### src/rtl/uart_pkg.sv
// uart_pkg: shared UART definitions (FSM state encodings, default baud divisor).
// Imported by uart_rx and uart_tx so a TX/RX pair agrees on encodings.
package uart_pkg;

    // 100 MHz system clock / 9600 baud
    localparam int CLK_PER_BIT = 10417;

    typedef enum logic [2:0] {
        S_IDLE    = 3'd0,
        S_START   = 3'd1,
        S_DATA    = 3'd2,
        S_PARITY  = 3'd3,
        S_STOP    = 3'd4,
        S_CLEANUP = 3'd5
    } state_e;

endpackage

### src/rtl/uart_sync2.sv
// uart_sync2: 2-flop metastability synchronizer for an async input.
// Ports: i_clk, i_rst_n (async low), i_d (async in), o_q (synced out).
module uart_sync2 #(
    parameter logic RST_VAL = 1'b1
) (
    input  logic i_clk,
    input  logic i_rst_n,
    input  logic i_d,
    output logic o_q
);

    logic [1:0] sync_q;
    logic [1:0] sync_d;

    always_comb sync_d = {sync_q[0], i_d};

    always_ff @(posedge i_clk or negedge i_rst_n) begin
        if (!i_rst_n) sync_q <= {2{RST_VAL}};
        else          sync_q <= sync_d;
    end

    assign o_q = sync_q[1];

endmodule

### src/rtl/uart_rx.sv
// uart_rx: 8N1 serial receiver with mid-bit sampling; optional even parity
// when UART_RX_PARITY_EN is defined. Ports: i_clk, i_rst_n (async low),
// i_rx_serial_data (line), o_rx_byte, o_rx_valid, o_rx_busy, o_frame_err,
// o_parity_err (valid/err outputs are one-cycle registered pulses).
module uart_rx
    import uart_pkg::*;
#(
    parameter int clk_per_bit = CLK_PER_BIT
) (
    input  logic       i_clk,
    input  logic       i_rst_n,
    input  logic       i_rx_serial_data,
    output logic [7:0] o_rx_byte,
    output logic       o_rx_valid,
    output logic       o_rx_busy,
    output logic       o_frame_err,
    output logic       o_parity_err
);

    localparam int CW = (clk_per_bit > 1) ? $clog2(clk_per_bit) : 1;
    localparam logic [CW-1:0] HALF = CW'(clk_per_bit / 2);
    localparam logic [CW-1:0] LAST = CW'(clk_per_bit - 1);

    logic          rx_s;
    logic          rx_q;
    state_e        state_q, state_d;
    logic [CW-1:0] cnt_q, cnt_d;
    logic [2:0]    idx_q, idx_d;
    logic [7:0]    shift_q, shift_d;
    logic [7:0]    byte_q, byte_d;
    logic          valid_q, valid_d;
    logic          ferr_q, ferr_d;
`ifdef UART_RX_PARITY_EN
    logic          perr_q, perr_d;
    logic          par_bad_q, par_bad_d;
`endif

    uart_sync2 #(.RST_VAL(1'b1)) u_sync (
        .i_clk   (i_clk),
        .i_rst_n (i_rst_n),
        .i_d     (i_rx_serial_data),
        .o_q     (rx_s)
    );

    always_comb begin
        state_d = state_q;
        cnt_d   = cnt_q + 1'b1;
        idx_d   = idx_q;
        shift_d = shift_q;
        byte_d  = byte_q;
        valid_d = 1'b0;
        ferr_d  = 1'b0;
`ifdef UART_RX_PARITY_EN
        perr_d    = 1'b0;
        par_bad_d = par_bad_q;
`endif
        case (state_q)
            S_IDLE: begin
                cnt_d = '0;
                idx_d = '0;
`ifdef UART_RX_PARITY_EN
                par_bad_d = 1'b0;
`endif
                // falling edge of the synchronized line
                if (rx_q && !rx_s) state_d = S_START;
            end
            S_START: begin
                if (cnt_q == HALF) begin
                    cnt_d   = '0;
                    // still high at mid start bit: treat as glitch
                    state_d = rx_s ? S_IDLE : S_DATA;
                end
            end
            S_DATA: begin
                if (cnt_q == LAST) begin
                    cnt_d          = '0;
                    shift_d[idx_q] = rx_s;
                    if (idx_q == 3'd7) begin
                        idx_d = '0;
`ifdef UART_RX_PARITY_EN
                        state_d = S_PARITY;
`else
                        state_d = S_STOP;
`endif
                    end else begin
                        idx_d = idx_q + 3'd1;
                    end
                end
            end
`ifdef UART_RX_PARITY_EN
            S_PARITY: begin
                if (cnt_q == LAST) begin
                    cnt_d     = '0;
                    par_bad_d = rx_s ^ (^shift_q);
                    state_d   = S_STOP;
                end
            end
`endif
            S_STOP: begin
                if (cnt_q == LAST) begin
                    cnt_d   = '0;
                    state_d = S_CLEANUP;
                    if (!rx_s) begin
                        ferr_d = 1'b1;
`ifdef UART_RX_PARITY_EN
                    end else if (par_bad_q) begin
                        perr_d = 1'b1;
`endif
                    end else begin
                        byte_d  = shift_q;
                        valid_d = 1'b1;
                    end
                end
            end
            S_CLEANUP: begin
                // hold here while a break keeps the line low
                cnt_d = '0;
                if (rx_s) state_d = S_IDLE;
            end
            default: begin
                state_d = S_IDLE;
                cnt_d   = '0;
                idx_d   = '0;
            end
        endcase
    end

    always_ff @(posedge i_clk or negedge i_rst_n) begin
        if (!i_rst_n) begin
            rx_q    <= 1'b1;
            state_q <= S_IDLE;
            cnt_q   <= '0;
            idx_q   <= '0;
            shift_q <= '0;
            byte_q  <= '0;
            valid_q <= 1'b0;
            ferr_q  <= 1'b0;
        end else begin
            rx_q    <= rx_s;
            state_q <= state_d;
            cnt_q   <= cnt_d;
            idx_q   <= idx_d;
            shift_q <= shift_d;
            byte_q  <= byte_d;
            valid_q <= valid_d;
            ferr_q  <= ferr_d;
        end
    end

`ifdef UART_RX_PARITY_EN
    always_ff @(posedge i_clk or negedge i_rst_n) begin
        if (!i_rst_n) begin
            perr_q    <= 1'b0;
            par_bad_q <= 1'b0;
        end else begin
            perr_q    <= perr_d;
            par_bad_q <= par_bad_d;
        end
    end
    assign o_parity_err = perr_q;
`else
    assign o_parity_err = 1'b0;
`endif

    assign o_rx_byte   = byte_q;
    assign o_rx_valid  = valid_q;
    assign o_frame_err = ferr_q;
    assign o_rx_busy   = (state_q != S_IDLE);

endmodule

### config.mk
export PLATFORM = sky130hd
export DESIGN_NAME = uart_rx
export DESIGN_NICKNAME = d
export VERILOG_FILES = /design/src/rtl/uart_pkg.sv /design/src/rtl/uart_sync2.sv /design/src/rtl/uart_rx.sv
export SDC_FILE = /design/constraint.sdc
export NUM_CORES = 1
export LEC_CHECK = 0
export CAP_MARGIN = 0
export CORE_AREA = 2 2 88 90
export CTS_BUF_LIST = sky130_fd_sc_hd__clkbuf_8
export CTS_CLUSTER_DIAMETER = 30
export DETAILED_ROUTE_END_ITERATION = 16
export DIE_AREA = 0 0 90 92
export SYNTH_ARGS = -nofsm -noshare
export SYNTH_HDL_FRONTEND = slang
export SYNTH_SLANG_ARGS = --single-unit
### constraint.sdc
create_clock -name i_clk -period 3.8 [get_ports i_clk]
set_clock_uncertainty 0.2 [all_clocks]
set_input_delay 0.57 -clock i_clk [delete_from_list [all_inputs] [get_ports i_clk]]
set_output_delay 0.57 -clock i_clk [all_outputs]
set_load 0.1 [all_outputs]
==> summary.md <==
| Metric | Value |
|---|---|
| Result of the run | `completed` |
| Nature of the critical path endpoint | `output port` |
| Crit-path cells | `or3_1 > clkdlybuf4s50_1` |
| Total internal power | `0.644 mW` |
| Pins over their slew limit | `0` |
| Overall global routing resource usage | `approximately a tenth` |
| Yosys cell types | `between 40 and 50` |
| Vertical extent of the die | `around 92 µm` |
| Std-Cell Rows | `32` |
| Type of the worst min-delay path | `flip-flop to flip-flop` |
| Worst slack on hold paths | `approximately 0.16 ns` |
| Die area | `8280 µm²` |
| Multi-input gate area in the final layout | `about 950 µm²` |
| Final worst path period need | `between 2 and 3 ns` |
| Skew-Pair Late Insertion Delay | `~0.28 ns` |
| DRT Wirelength | `3.66 mm` |
| Peak supply drop | `0.000320 V` |
| Average wire per standard cell | `12.3 µm` |
| TritonCTS buffer count | `5` |
| Starting DRC count in detailed routing | `88` |
| Count of mapped cells out of synthesis | `between 150 and 200` |
| Leakage Power | `0.995 nW` |
| Final hold vios | `0` |
| Via count | `between 1000 and 1500` |
| DRT antenna net count | `0` |
| Diodes inserted | `0` |
| Post-CTS Setup Repair Bufs | `0` |
| Area growth from synthesis to final layout | `13.9%` |
| Register Area | `1030 µm²` |
| Category of the most critical setup path | `flip-flop to output port` |
| Total overflow reported by the global router | `0` |
| Post-route fraction of the period consumed by the critical path | `between 70% and 80%` |
| Number of hold-repair buffers added at the cts stage | `0` |
| First-pass detailed-route iteration total | `5` |
| Die extent in x | `around 90 µm` |
| Top achievable clock speed | `338 MHz` |
| Switching fraction of total power | `between 20% and 30%` |
| Maximum fanout encountered on the critical timing path | `15` |
| Unrepaired setup endpoints after global routing | `false` |
| Leading cell type in the layout, fill and taps excluded | `dfrtp_1` |
| Number of nets at the end of the flow | `202` |
| GP Congestion | `0.782` |
| Slowest cell on the critical path | `clkdlybuf4s50_1` |
| Worst Tran Pin Value | `just under 1 ns` |
| Number of vias per cell | `4.60` |
| Post-cts repair resize count | `0` |
| Antenna violations before repair | `0` |
| Power spent charging and discharging nets | `between 0.2 and 0.3 mW` |
| Total Neg Setup Slack | `0 ns` |
| Maximum level of the CTS H-tree | `2` |
| Maximum number of pins on one net before global-route repair | `42` |
| Number of setup violations in the final report | `0` |
| Warnings from Yosys | `0` |
| Maximum clock path buffer count | `2` |
| Sequential fraction of design power | `between 50 and 60%` |
| Flip-flop and latch count after synthesis | `41` |
| Global-route wire length before repair | `roughly 6.4 mm` |
| Fill cells | `between 700 and 800` |
| Combinational group share of total power | `between 10% and 20%` |
| Post-synthesis net count | `191` |
| Clock share of power | `roughly 30%` |
| Largest stage delay on the critical path | `about 0.97 ns` |
| Power per cell area | `slightly below 400 nW/µm²` |
| DRC violations left | `0` |
| CP Data Required Time | `just over 3 ns` |
| Data arrival time of the worst path | `about 2.2 ns` |
| Cells after DPL | `290` |
| Count of input and output buffers | `13` |
| Reg clk slew, reported paths | `roughly 0.080 ns` |
| Core region area | `approximately 7400 µm²` |
| Library cell used as clock root buffer | `clkbuf_8` |
| Top-level I/O count | `15` |
| Final HPWL DP | `2.56 mm` |
| Proportion of layout cells with a drive suffix above 1 | `between 10% and 20%` |
| Via count of the first global-routing pass | `roughly 1400` |
| Initial Utilization | `around 28%` |
| Sequential share of the synthesized area | `between 50% and 60%` |
| Launching element type of the critical path | `flip-flop` |
| Post-synth design cell area | `between 2000 and 2500 µm²` |
| Slew headroom | `35.4%` |
| Commonest cells after routing, fill and taps aside | `dfrtp_1, nor2_1, clkdlybuf4s50_1, nand3_1, xnor2_1` |
| TritonCTS clock tree | `built` |
| TritonCTS Sinks | `between 40 and 50` |
| Average cell area after synthesis | `about 11 µm²` |
| Max-cap check violation count | `0` |
| Filler-free cell count of the finished design | `approximately 300` |
kinds of logic after synthesis:
kind of cell             count (synthesis)  synth area share (%)
AND/OR/NAND/NOR                         78                  23.2
flip-flops                              41                  50.0
AO/OA/AOI/OAI                           19                  6.87
buffers and inverters                   16                  3.65
multiplexers                            13                  8.57
XOR/XNOR                                12                  5.11
adder cells (fa/ha/maj)                  4                  2.43
other                                    1                 0.182
cell type report:
type	instances	share of cell area, %
timing repair buffer	13	5.34
inverter	7	1.12
tap	102	5.44
clock buffer	5	2.93
clock inverter	3	0.587
sequential	41	43.9
multi-input combinational	127	40.7
power groups by stage:
| stage | Combinational [mW] | Sequential [mW] | Clock, mW |
|---|---|---|---|
| floorplan | 0.125 | 0.497 | 0 |
| global placement | 0.137 | 0.518 | 0 |
| detailed placement | 0.140 | 0.520 | 0 |
| CTS | 0.141 | 0.512 | 0.278 |
| global route | 0.158 | 0.519 | 0.295 |
| finish | 0.137 | 0.511 | 0.267 |
state kept, by name, indices dropped and copies added, names as in the netlist:
signal and count:
o_rx_valid 1, cnt_q 14, o_frame_err 1, idx_q 3, state_q 3, o_rx_byte 8, u_sync.sync_q 2, rx_q 1
shift_q 8
metal layers:
metal  vias to the layer above  share of wire (%)  track usage, %
met3                         2                3.1            2.22
li1                        681                  -               -
met5                         -                  0               0
met2                        19                 47            16.4
met4                         0               0.38            1.92
met1                       668                 49            12.3
Yosys cell counts:
library cell / count / area, µm²
dfrtp_1: 38 / 951
nor2_1: 17 / 63.8
nand3_1: 11 / 55.1
xnor2_1: 10 / 87.6
nor3_1: 9 / 45.0
mux2_4: 8 / 120
inv_1: 7 / 26.3
nand4_1: 7 / 43.8
clkbuf_1: 6 / 22.5
nand2_1: 6 / 22.5
mux2_2: 5 / 56.3
ha_1: 4 / 50.1
nor4_1: 4 / 25.0
nor4b_1: 4 / 35.0
o211ai_1: 4 / 30.0
dfstp_2: 3 / 78.8
nand2b_1: 3 / 18.8
nor2b_1: 3 / 18.8
o21ai_0: 3 / 15.0
o31ai_1: 3 / 22.5
a21oi_1: 2 / 10.0
and4_2: 2 / 20.0
buf_4: 2 / 15.0
nor3b_1: 2 / 15.0
o41ai_1: 2 / 17.5
xor2_1: 2 / 17.5
a211o_1: 1 / 8.76
a21o_1: 1 / 7.51
a22oi_2: 1 / 12.5
and2_1: 1 / 6.26
and2_2: 1 / 7.51
and3_1: 1 / 6.26
and3b_1: 1 / 8.76
and4bb_2: 1 / 12.5
buf_6: 1 / 11.3
conb_1: 1 / 3.75
nand2b_4: 1 / 13.8
nand3b_1: 1 / 7.51
nand4_4: 1 / 21.3
nor4b_4: 1 / 23.8
o2111ai_1: 1 / 8.76
o221ai_1: 1 / 8.76
or3_1: 1 / 6.26
final timing paths:
check,start,endpoint,slack (ns),cells past startpoint
min in group asynchronous,i_rst_n,cnt_q[9]$_DFF_PN0_,0.20,1
max in group asynchronous,i_rst_n,cnt_q[7]$_DFF_PN0_,2.61,1
worst min-delay path,u_sync.sync_q[0]$_DFF_PN1_,u_sync.sync_q[1]$_DFF_PN1_,0.16,0
worst min register to register,u_sync.sync_q[0]$_DFF_PN1_,u_sync.sync_q[1]$_DFF_PN1_,0.16,0
worst max-delay path,state_q[1]$_DFFE_PN0P_,o_rx_busy,0.84,2
worst max register to register,cnt_q[0]$_DFF_PN0_,cnt_q[11]$_DFF_PN0_,1.41,6
through the flow:
stage	instance area, µm²	worst slack, ns	utilization, %	power (mW)
finish	2340	0.845	31.5	0.915
global route	2340	0.759	31.5	0.971
floorplan	2060	1.64	-	0.622
detailed placement	2260	1.14	30.4	0.660
global placement	2260	1.15	30.4	0.656
CTS	2340	0.822	31.5	0.931
worst max-delay path: cells and delay by family (launching register included):
family | cells | cell delay, ns
buffers and inverters | 1 | 0.97
and+or+nand+nor | 1 | 0.40
DFF | 1 | 0.53
Note: power is estimated with default switching activity, not from simulation.
